<file path="config.mk">
export PLATFORM = sky130hd
export DESIGN_NAME = alu_exec_seq
export DESIGN_NICKNAME = d
export VERILOG_FILES = /design/src/rtl/alu_exec_seq_pkg.sv /design/src/rtl/alu_regfile_4x8.sv /design/src/rtl/alu_exec_seq.sv
export SDC_FILE = /design/constraint.sdc
export NUM_CORES = 1
export LEC_CHECK = 0
export ABC_AREA = 1
export CAP_MARGIN = 10
export CORE_ASPECT_RATIO = 0.7
export CORE_UTILIZATION = 53
export CTS_CLUSTER_DIAMETER = 80
export DETAILED_ROUTE_END_ITERATION = 10
export HOLD_SLACK_MARGIN = 0.08
export PLACE_DENSITY = 0.81
export SLEW_MARGIN = 40
export SYNTH_ARGS = -nofsm -noshare
export SYNTH_HDL_FRONTEND = slang
export SYNTH_SLANG_ARGS = --single-unit
</file>
<file path="constraint.sdc">
create_clock -name clk -period 5.17 [get_ports clk]
set_input_delay 1.551 -clock clk [delete_from_list [all_inputs] [get_ports clk]]
set_output_delay 1.551 -clock clk [all_outputs]
set_load 0.02 [all_outputs]
</file>
<file path="src/rtl/alu_exec_seq_pkg.sv">
// alu_exec_seq_pkg: shared widths, opcodes and state encoding for the ALU execution stage
package alu_exec_seq_pkg;
    localparam int DATA_W    = 8;
    localparam int NREGS     = 4;
    localparam int IDX_W     = 2;
    localparam int MUL_STEPS = 8;
    localparam logic [4:0] OP_MUL  = 5'b10000;
    localparam logic [4:0] OP_LDI  = 5'b10001;
    localparam logic [3:0] ALU_ADD = 4'b0000;
    typedef enum logic [1:0] {S_IDLE, S_EXEC, S_MUL, S_RESP} state_t;
endpackage

</file>
<file path="src/rtl/alu_regfile_4x8.sv">
// alu_regfile_4x8: 4x8 register file, two asynchronous read ports, one synchronous write port
module alu_regfile_4x8
    import alu_exec_seq_pkg::*;
(
    input  logic              clk,
    input  logic              rst_n,
    input  logic              we,
    input  logic [IDX_W-1:0]  wa,
    input  logic [DATA_W-1:0] wd,
    input  logic [IDX_W-1:0]  ra1,
    input  logic [IDX_W-1:0]  ra2,
    output logic [DATA_W-1:0] rd1,
    output logic [DATA_W-1:0] rd2
);
    logic [DATA_W-1:0] mem [NREGS];

    always_ff @(posedge clk or negedge rst_n) begin
        if (!rst_n) begin
            for (int i = 0; i < NREGS; i++) mem[i] <= '0;
        end else if (we) begin
            mem[wa] <= wd;
        end
    end

    assign rd1 = mem[ra1];
    assign rd2 = mem[ra2];
endmodule

</file>
<file path="src/rtl/alu_exec_seq.sv">
// alu_exec_seq: command-driven execution stage feeding an external 8-bit combinational ALU
module alu_exec_seq
    import alu_exec_seq_pkg::*;
(
    input  logic              clk,
    input  logic              rst_n,
    input  logic              cmd_valid,
    output logic              cmd_ready,
    input  logic [4:0]        cmd_op,
    input  logic [IDX_W-1:0]  cmd_rd,
    input  logic [IDX_W-1:0]  cmd_rs1,
    input  logic [IDX_W-1:0]  cmd_rs2,
    input  logic [DATA_W-1:0] cmd_imm,
    output logic [DATA_W-1:0] alu_a,
    output logic [DATA_W-1:0] alu_b,
    output logic [3:0]        alu_op,
    input  logic [DATA_W-1:0] alu_result,
    input  logic              alu_zero,
    input  logic              alu_neg,
    input  logic              alu_ovf,
    output logic              rsp_valid,
    input  logic              rsp_ready,
    output logic [DATA_W-1:0] rsp_data,
    output logic              rsp_err,
    output logic [2:0]        flags
);
    state_t state, state_d;
    logic [3:0]        op_q;
    logic [IDX_W-1:0]  rd_q, rs1_q, rs2_q, ra1, ra2;
    logic [DATA_W-1:0] res_q, acc, mcand, mplier, acc_d, rd1, rd2;
    logic [2:0]        znv_q, flags_q;
    logic [3:0]        cnt;
    logic              err_q, accept, we;

    assign accept = cmd_valid && cmd_ready;
    assign we     = state == S_RESP && rsp_ready && !err_q;
    assign acc_d  = mplier[0] ? alu_result : acc;
    // In IDLE the read ports follow the incoming command so MUL can seed its operands on accept.
    assign ra1    = state == S_IDLE ? cmd_rs1 : rs1_q;
    assign ra2    = state == S_IDLE ? cmd_rs2 : rs2_q;

    alu_regfile_4x8 u_rf (
        .clk  (clk),
        .rst_n(rst_n),
        .we   (we),
        .wa   (rd_q),
        .wd   (res_q),
        .ra1  (ra1),
        .ra2  (ra2),
        .rd1  (rd1),
        .rd2  (rd2)
    );

    always_comb begin
        state_d   = state;
        cmd_ready = 1'b0;
        alu_a     = '0;
        alu_b     = '0;
        alu_op    = '0;
        case (state)
            S_IDLE: begin
                cmd_ready = 1'b1;
                if (cmd_valid) state_d = !cmd_op[4] ? S_EXEC : cmd_op == OP_MUL ? S_MUL : S_RESP;
            end
            S_EXEC: begin
                alu_a   = rd1;
                alu_b   = rd2;
                alu_op  = op_q;
                state_d = S_RESP;
            end
            S_MUL: begin
                alu_a   = acc;
                alu_b   = mcand;
                alu_op  = ALU_ADD;
                state_d = cnt == 4'd1 ? S_RESP : S_MUL;
            end
            S_RESP:  state_d = rsp_ready ? S_IDLE : S_RESP;
            default: state_d = S_IDLE;
        endcase
    end

    always_ff @(posedge clk or negedge rst_n) begin
        if (!rst_n) begin
            state   <= S_IDLE;
            op_q    <= '0;
            rd_q    <= '0;
            rs1_q   <= '0;
            rs2_q   <= '0;
            res_q   <= '0;
            znv_q   <= '0;
            err_q   <= 1'b0;
            acc     <= '0;
            mcand   <= '0;
            mplier  <= '0;
            cnt     <= '0;
            flags_q <= '0;
        end else begin
            state <= state_d;
            if (accept) begin
                op_q   <= cmd_op[3:0];
                rd_q   <= cmd_rd;
                rs1_q  <= cmd_rs1;
                rs2_q  <= cmd_rs2;
                err_q  <= cmd_op[4] && cmd_op != OP_MUL && cmd_op != OP_LDI;
                acc    <= '0;
                mcand  <= rd1;
                mplier <= rd2;
                cnt    <= 4'(MUL_STEPS);
                res_q  <= cmd_op == OP_LDI ? cmd_imm : '0;
                znv_q  <= cmd_op == OP_LDI ? {cmd_imm == '0, cmd_imm[DATA_W-1], 1'b0} : 3'b000;
            end
            if (state == S_EXEC) begin
                res_q <= alu_result;
                znv_q <= {alu_zero, alu_neg, alu_ovf};
            end
            if (state == S_MUL) begin
                acc    <= acc_d;
                mcand  <= mcand << 1;
                mplier <= mplier >> 1;
                cnt    <= cnt - 4'd1;
                if (cnt == 4'd1) begin
                    res_q <= acc_d;
                    znv_q <= {acc_d == '0, acc_d[DATA_W-1], 1'b0};
                end
            end
            if (we) flags_q <= znv_q;
        end
    end

    assign rsp_valid = state == S_RESP;
    assign rsp_data  = res_q;
    assign rsp_err   = err_q;
    assign flags     = flags_q;
endmodule

</file>
==> Yosys cells after proc, flatten, opt, wreduce, memory -nomap -nowiden <==
Index checks and enable logic that the tools add are counted.
{ "op_classes": {"magnitude_cmp": 4, "reduce_logical": 11, "eq_ne": 9, "bitwise_logic": 3, "n_addsub": 1, "n_mux": 40} }
{ "op_table": {"columns": ["operator", "n"], "rows": [
  ["2-to-1 mux 8 bit", 17],
  ["binary-select mux 8 bit (select 2 bit)", 2],
  ["bitwise mux 32 bit", 1],
  ["one-hot mux 8 bit (2 select lines)", 2],
  ["demux 8 bit (select 2 bit)", 1],
  ["zero test 8 bit", 2],
  ["2-to-1 mux 3 bit", 5],
  ["2-to-1 mux 4 bit", 3],
  ["== test 5 bit, second input constant", 2],
  ["2-to-1 mux 2 bit", 5],
  ["!= test 5 bit, second input constant", 2],
  ["greater-or-equal comparator 3 bit, second input constant", 3],
  ["inverter 2 -> 3 bit", 3],
  ["one-hot mux 2 bit (4 select lines)", 1],
  ["logical AND 1 bit", 6],
  ["== test 2 bit, second input constant", 2],
  ["== test 4 x 1 -> 1 bit, second input constant", 1],
  ["subtractor 4 x 1 -> 4 bit, second input constant", 1],
  ["less-than comparator 3 x 1 -> 1 bit, second input constant", 1],
  ["2-to-1 mux 1 bit", 3],
  ["== test 2 x 1 -> 1 bit, second input constant", 1],
  ["zero test 2 bit", 1],
  ["!= test 2 bit, second input constant", 1],
  ["nonzero test 2 bit", 1],
  ["zero test 1 bit", 1]
]} }
{ "word_totals": {"inputBits": 34, "output_inout_bits": 34, "reg_bits": 87} }

==> Logic depth before layout (Yosys ltp) <==
Gate-level depths: netlist of run 1.
{ "logic_depth": {"depth_word": 8, "mapped_depth": 11, "ltp_nobuf": 9} }

==> Cells and area by module <==
Synthesis of run 1 repeated with hierarchy kept, for this count alone.
{ "unflattened": {"cells_unflattened": 690, "area_unflattened_um2": 5139.9} }
{ "by_module_without_submodules": {"columns": ["mod", "cells_per_inst", "area_per_inst_um2", "seq_area_each_um2", "n_inst"], "rows": [
  ["alu_exec_seq", 393, 3086.7, 1376.3, 1],
  ["alu_regfile_4x8", 297, 2053.2, 800.8, 1]
]} }

==> Least setup slack after synthesis of run 1 <==
Ideal clock, no wire load.
{ "synth_path": {"path_kind": "in2out", "from": "input cmd_rs1[0]", "to": "output alu_a[4]", "t_arrival_ps": 2431, "cell_stages": 8, "required_time_ps": 3619, "slack_ps": 1188, "cell_sequence": "inv_1 -> nand2_2 -> nand2_4 -> buf_6 -> nand2_1 -> nand3_1 -> nand3_1 -> a21oi_1"} }
{ "synth_between": {"elab_chain_cells": 6} }
{ "synth_rtl": {"columns": ["element", "line", "source"], "rows": [
  ["start: declaration", "alu_exec_seq.sv:11", "input logic [IDX_W-1:0] cmd_rs1,"],
  ["2-to-1 mux 2 bit", "alu_exec_seq.sv:39", "assign ra1 = state == S_IDLE ? cmd_rs1 : rs1_q;"],
  ["inverter 2 -> 3 bit (implied by the code)", "alu_regfile_4x8.sv:25", "assign rd1 = mem[ra1];"],
  ["binary-select mux 8 bit (select 2 bit)", "alu_regfile_4x8.sv:25", null],
  ["2-to-1 mux 8 bit (implied by the code) (2 in a row)", "alu_regfile_4x8.sv:25", null],
  ["one-hot mux 8 bit (2 select lines)", "alu_exec_seq.sv:60", "case (state)"],
  ["end: declaration", "alu_exec_seq.sv:14", "output logic [DATA_W-1:0] alu_a,"]
]} }
Every way passes these cells. The select of a mux whose other input is x is not followed.

==> Final worst setup path of run 1 <==
{ "layout_path": {"from": "input cmd_rs1[0]", "to": "output alu_a[0]"} }
The elaborated chain is that of the path after synthesis.

==> results of run 1 <==
-- cells by family (layout without fill, tap and decap cells) --
logic type               after synthesis  count (layout)  synth area share [%]
flip-flops                            87              87                  46.0
AO/OA/AOI/OAI                        117             117                  14.1
AND/OR/NAND/NOR                      328             328                  30.5
buffers and inverters                 70             133                  7.14
adder cells (fa/ha/maj)                6               6                  1.59
multiplexers                           3               3                 0.714
-- metal layers --
metal / vias up / global-route usage (%) / routed length, um
li1: 2132 / - / -
met1: 2205 / 43.3 / 5770
met2: 316 / 49.0 / 5960
met3: 48 / 8.36 / 1600
met4: 0 / 11.9 / 404
met5: - / 0 / 0
-- worst min-delay path, cell delays in order (launching register included) --
cell,delay (ns)
dfrtp_1,0.35
nand2_1,0.06
nand2_1,0.05
-- final cells by class --
cell class	count	area (um2)
clock inverters	2	60.1
flip-flops and latches	87	2180
inverters	44	173
well taps	120	150
repair buffers	73	719
fillers	714	2760
clock buffers	14	284
multi-input cells	454	2220
-- power by group through the flow --
stage / Combinational, uW / Sequential, uW / Clock, uW
6_report: 1990 / 1220 / 737
5_1_grt: 2180 / 1240 / 770
4_1_cts: 1950 / 1200 / 734
3_5_place_dp: 1930 / 1210 / 0
3_3_place_gp: 1870 / 1200 / 0
2_1_floorplan: 1350 / 1170 / 0
-- per-stage QoR --
step / setup WS (ns) / instances / total power [uW]
4_1_cts: 0.175 / 794 / 3880
3_3_place_gp: 0.190 / 778 / 3070
2_1_floorplan: 1.19 / 611 / 2510
3_5_place_dp: 0.173 / 778 / 3140
6_report: 0.161 / 794 / 3950
5_1_grt: 0.0557 / 794 / 4190
-- flip-flops by register name, indices dropped and copies added, names as in the netlist, 2 cells and up --
| name | cells |
|---|---|
| u_rf.mem | 32 |
| znv_q | 3 |
| rs2_q | 2 |
| rsp_data | 8 |
| rd_q | 2 |
| rs1_q | 2 |
| op_q | 4 |
| mcand | 8 |
| mplier | 8 |
| acc | 8 |
| flags | 3 |
| cnt | 4 |
| state | 2 |
-- synth_stat cells, drive strengths merged --
cell,n
nand2,219
dfrtp,87
nand3,80
o21ai,52
a21oi,44
inv,44
nor2,28
buf,19
o211ai,10
clkbuf,7
ha,6
a22o,5
mux2,3
o311ai,2
a211oi,1
a22oi,1
a31oi,1
nand4,1
o22ai,1
-- how the worst max path moves through the flow --
stage / from / end / slack, ns / cells past startpoint
final: cmd_rs1[0] / alu_a[0] / 0.16 / 9
after global routing: cmd_rs1[1] / alu_a[6] / 0.06 / 8
after global placement: cmd_rs1[0] / alu_a[1] / 0.19 / 9
after detailed placement: cmd_rs1[0] / alu_a[7] / 0.17 / 9
after floorplan: cmd_rs1[0] / alu_a[4] / 1.19 / 8
after CTS: cmd_rs1[0] / alu_a[7] / 0.17 / 9
==> flow_metrics.tcl, run 1 <==
set metrics [dict create \
    start_kind "input pin" \
    drc 0 \
    grt.overflow.total 0 \
    yosys.area.top_type "dfrtp_1" \
    layout_min_cycle_time_ns 5.01 \
    synth_top_area_share_pct 46.0 \
    wire_per_inst_um 17.3 \
    path_buf_inv 3 \
    drive_gt1_share_pct 8.46 \
    antennaDiodeCount 0 \
    syn_area_mm2 0.00473 \
    cpPeakStageDelay_ns 0.62 \
    drv_slew 0 \
    ys_seq_elements 87 \
    die_y_um 81.1 \
    crit_path_end_kind "output port" \
    grt_pass1_wl_um 22400 \
    mostFrequentLayoutCell "nand2_1" \
    cts.sinks 87 \
    maxSlewHeadroom_pct 53.7 \
    fin_util_pct 67.7 \
    cts_setup_buffers 0 \
    cts_resized 0 \
    mostFrequentLayoutCells "nand2_1, dfrtp_1, nand3_1, clkdlybuf4s50_1, o21ai_0" \
    hold_end "op_q[3]" \
    worstSkewPairLatency_ns 0.34 \
    critPathKind "in -> out" \
    post_dp_cell_area_mm2 0.00543 \
    hp-start "op_q[3]" \
    syn_to_final_growth_pct 22.3 \
    cpLargestDelayFamily "buffers and inverters" \
    reg2reg_depth 8 \
    powerDensity_mw_per_mm2 682 \
    clock_skew_ns 0.00645 \
    nets 709 \
    ir_worst_vdd_v 0.000383 \
    yosysSeqAreaShare_pct 46.0 \
    synth_nets 651 \
    timing.fmax_mhz 200 \
    clk_pin_slew_worst_paths_ns 0.06 \
    r2r-end "rsp_data[7]" \
    p_int_uw 2140 \
    clockRootBuffer "clkbuf_16" \
    ant_nets 0 \
    grt_max_degree 88 \
    dr.pass1.iters 5 \
    drt_iter0_drc 532 \
    num_rows 28 \
    cp_slowest_cell "clkdlybuf4s50_1" \
    r2r_slack_ns 2.33 \
    cp.required_ns 3.62 \
    combPwrFrac_pct 50.5 \
    grt_usage_pct 31.8 \
    io_pins 68 \
    setup_tns_ns 0 \
    whs_ns 0.486 \
    path_cells "clkdlybuf4s50_1 -> inv_1 -> nand2_2 -> nand2_4 -> nand2_1 -> nand3_1 -> nand3_1 -> a21oi_1 -> clkdlybuf4s50_1" \
    ys_warn_count 0 \
    r2r-start "state[0]" \
    cap_violations 0 \
    via_count 4701 \
    tightest_slew_ns 0.695 \
    place_hpwl_um 9810 \
    cts_inserted_buffers 9 \
    fin_area_mm2 0.00579 \
    hold_violations 0 \
    finalSetupViolCount 0 \
    dieArea_mm2 0.00932 \
    swShare_pct 45.8 \
    coreArea_mm2 0.00855 \
    netlist_top_cells_area "dfrtp_1, nand2_1, nand3_1" \
    syn-instance-count 611 \
    initial_core_util_pct 55.4 \
    pwr-share-clk_pct 18.7 \
    syn-mean-instance-area_um2 7.74 \
    ctsLongestPathBuffers 2 \
    yosysUniqueCellTypes 31 \
    power_switching_uw 1810 \
    grt_pass1_vias 4526 \
    hp-class "reg -> reg" \
    gp_congestion 1.01 \
    p_seq_share_pct 30.9 \
    placement.io_buffers 67 \
    viasPerCell 5.92 \
    cp_max_fo 16 \
    cts_tree "built" \
    crit_arrival_ns 3.46 \
    htree_num_levels 3 \
    hold_buffers 0 \
    die_w_um 115 \
    power.leakage_uw 0.00263 \
    fin_crit_sh_pct 96.9 \
    rsz0062_at_grt "false" \
    outcome "finished, final reports clean" \
    drt_wl_total_um 13700 \
    grt_antenna_before_repair 0 \
    hold_depth 2 \
]
Note: power is estimated with default switching activity, not from simulation.
==> inputs of run 2 (changes only) <==
--- a/config.mk
+++ b/config.mk
@@ -10,9 +10,11 @@
 export CORE_ASPECT_RATIO = 0.7
 export CORE_UTILIZATION = 53
 export CTS_CLUSTER_DIAMETER = 80
+export CTS_CLUSTER_SIZE = 24
 export DETAILED_ROUTE_END_ITERATION = 10
 export HOLD_SLACK_MARGIN = 0.08
 export PLACE_DENSITY = 0.81
+export SKIP_LAST_GASP = 1
 export SLEW_MARGIN = 40
 export SYNTH_ARGS = -nofsm -noshare
 export SYNTH_HDL_FRONTEND = slang
==> constraint.sdc (replaced) <==
create_clock -name clk -period 5.6 [get_ports clk]
set_input_delay 1.68 -clock clk [delete_from_list [all_inputs] [get_ports clk]]
set_output_delay 1.68 -clock clk [all_outputs]
set_load 0.02 [all_outputs]
==> flow_metrics.tcl, run 2 (same netlist as run 1, synthesis figures left out) <==
set metrics [dict create \
    grt_usage_pct 30.4 \
    drive_gt1_share_pct 8.05 \
    r2r-start "state[0]" \
    die_w_um 115 \
    outcome "finished, final reports clean" \
    drt_wl_total_um 13200 \
    via_count 4609 \
    crit_start "cmd_rs1[1]" \
    hold_violations 0 \
    dieArea_mm2 0.00932 \
    top_register "u_rf.mem" \
    crit_arrival_ns 3.61 \
    viasPerCell 5.83 \
    rsz0062_at_grt "false" \
    grt_pass1_vias 4180 \
    nets 706 \
    cts_setup_buffers 0 \
    hp-class "reg -> reg" \
    place_hpwl_um 9630 \
    powerDensity_mw_per_mm2 625 \
    grt_max_degree 88 \
    placement.io_buffers 67 \
    cp.depth 8 \
    io_pins 68 \
    drv_slew 0 \
    cpLargestDelayFamily "buffers and inverters" \
    total_power_uw 3600 \
    start_kind "input pin" \
    cts_inserted_buffers 9 \
    cp_slowest_cell "clkdlybuf4s50_1" \
    gp_congestion 1.15 \
    coreArea_mm2 0.00855 \
    cts.sinks 87 \
    layout_min_cycle_time_ns 5.29 \
    drc 0 \
    clock_skew_ns 0.00711 \
    drt_iter0_drc 556 \
    ctsLongestPathBuffers 2 \
    grt.overflow.total 0 \
    cpPeakStageDelay_ns 0.62 \
    syn_to_final_growth_pct 21.8 \
    clk_pin_slew_worst_paths_ns 0.06 \
    clockRootBuffer "clkbuf_16" \
    cts_resized 0 \
    r2r-end "rsp_data[7]" \
    worstSkewPairLatency_ns 0.34 \
    largest_reg_flops 32 \
    reg2reg_depth 8 \
    ir_worst_vdd_v 0.000338 \
    timing.fmax_mhz 189 \
    maxSlewHeadroom_pct 49.8 \
    critPathKind "in -> out" \
    ant_nets 0 \
    cp-endpoint "alu_a[3]" \
    wire_per_inst_um 16.7 \
    mostFrequentLayoutCell "nand2_1" \
    cap_violations 0 \
    antennaDiodeCount 0 \
    initial_core_util_pct 55.4 \
    dr.pass1.iters 7 \
    path_buf_inv 3 \
    crit_path_end_kind "output port" \
    mostFrequentLayoutCells "nand2_1, dfrtp_1, nand3_1, clkdlybuf4s50_1, o21ai_0" \
    grt_pass1_wl_um 21400 \
    cp.required_ns 3.92 \
    setup_tns_ns 0 \
    r2r_slack_ns 2.60 \
    fin_crit_sh_pct 94.5 \
    path_cells "clkdlybuf4s50_1 -> nand2_1 -> o21ai_4 -> inv_2 -> nand3_1 -> nand3_1 -> a21oi_1 -> clkdlybuf4s50_1" \
    die_y_um 81.1 \
    cts_tree "built" \
    power.leakage_uw 0.00262 \
    finalSetupViolCount 0 \
    htree_num_levels 3 \
    num_rows 28 \
    fin_util_pct 67.4 \
    cp_max_fo 9 \
    hold_buffers 0 \
    tightest_slew_ns 0.753 \
    grt_antenna_before_repair 0 \
]
run 2: changes by cell type in the layout (fill, tap and decap cells not counted), sizes merged:
cell,before,now
bufinv,2,3
buf,6,3
clkinvlp,0,1
clkinv,0,2
clkbuf,15,11
run 2: how the worst min path moves through the flow:
stage	startpoint	slack [ns]	to	depth (start not counted)
after floorplan	cnt[2]	0.44	cnt[2]	1
after global placement	cnt[2]	0.46	cnt[2]	1
after detailed placement	mcand[0]	0.47	mcand[0]	2
after CTS	cnt[2]	0.48	cnt[2]	1
after global routing	cnt[2]	0.49	cnt[2]	1
final	op_q[2]	0.49	op_q[2]	2
run 2: area by class of cell:
cell class	instances	area (um2)
clock buffers	10	239
clock inverters	6	108
fillers	711	2790
inverters	44	173
multi-input cells	454	2220
flip-flops and latches	87	2180
well taps	120	150
repair buffers	70	697
run 2: metrics by stage:
step,instance area (um2),setup slack (ns),std cells,hold slack (ns)
5_1_grt,5760,0.199,791,0.492
2_1_floorplan,4730,1.36,611,0.438
6_report,5760,0.306,791,0.487
4_1_cts,5760,0.285,791,0.482
3_5_place_dp,5410,0.286,775,0.468
3_3_place_gp,5410,0.324,775,0.455
run 2: where the power goes:
| part | leakage [uW] | switching, uW | internal (uW) |
|---|---|---|---|
| registers | 0.00113 | 229 | 892 |
| clock network | 0.000168 | 243 | 446 |
| logic | 0.00132 | 1170 | 623 |
| total | 0.00262 | 1640 | 1960 |
run 2: layer usage:
layer | GRT usage (%) | vias up | share of wire [%]
met3 | 7.69 | 29 | 11
li1 | - | 2121 | -
met5 | 0 | - | 0
met2 | 44.8 | 294 | 43
met1 | 43.9 | 2165 | 44
met4 | 9.48 | 0 | 2.1
run 2: worst register-to-register path: cells and delay by family (launching register included):
kind | cells | cell delay (ns)
buffers and inverters | 4 | 0.94
and+or+nand+nor | 2 | 0.80
adders and majority gates | 1 | 0.66
DFF | 1 | 0.41
AOI/OAI and AO/OA | 1 | 0.07
==> inputs of run 3 (changes only) <==
--- a/config.mk
+++ b/config.mk
@@ -6,6 +6,7 @@
 export NUM_CORES = 1
 export LEC_CHECK = 0
 export ABC_AREA = 1
+export ABC_CLOCK_PERIOD_IN_PS = 5600
 export CAP_MARGIN = 10
 export CORE_ASPECT_RATIO = 0.7
 export CORE_UTILIZATION = 53
==> results of run 3 <==
Same layout as run 2: the final DEF is identical, and so are final timing and power.
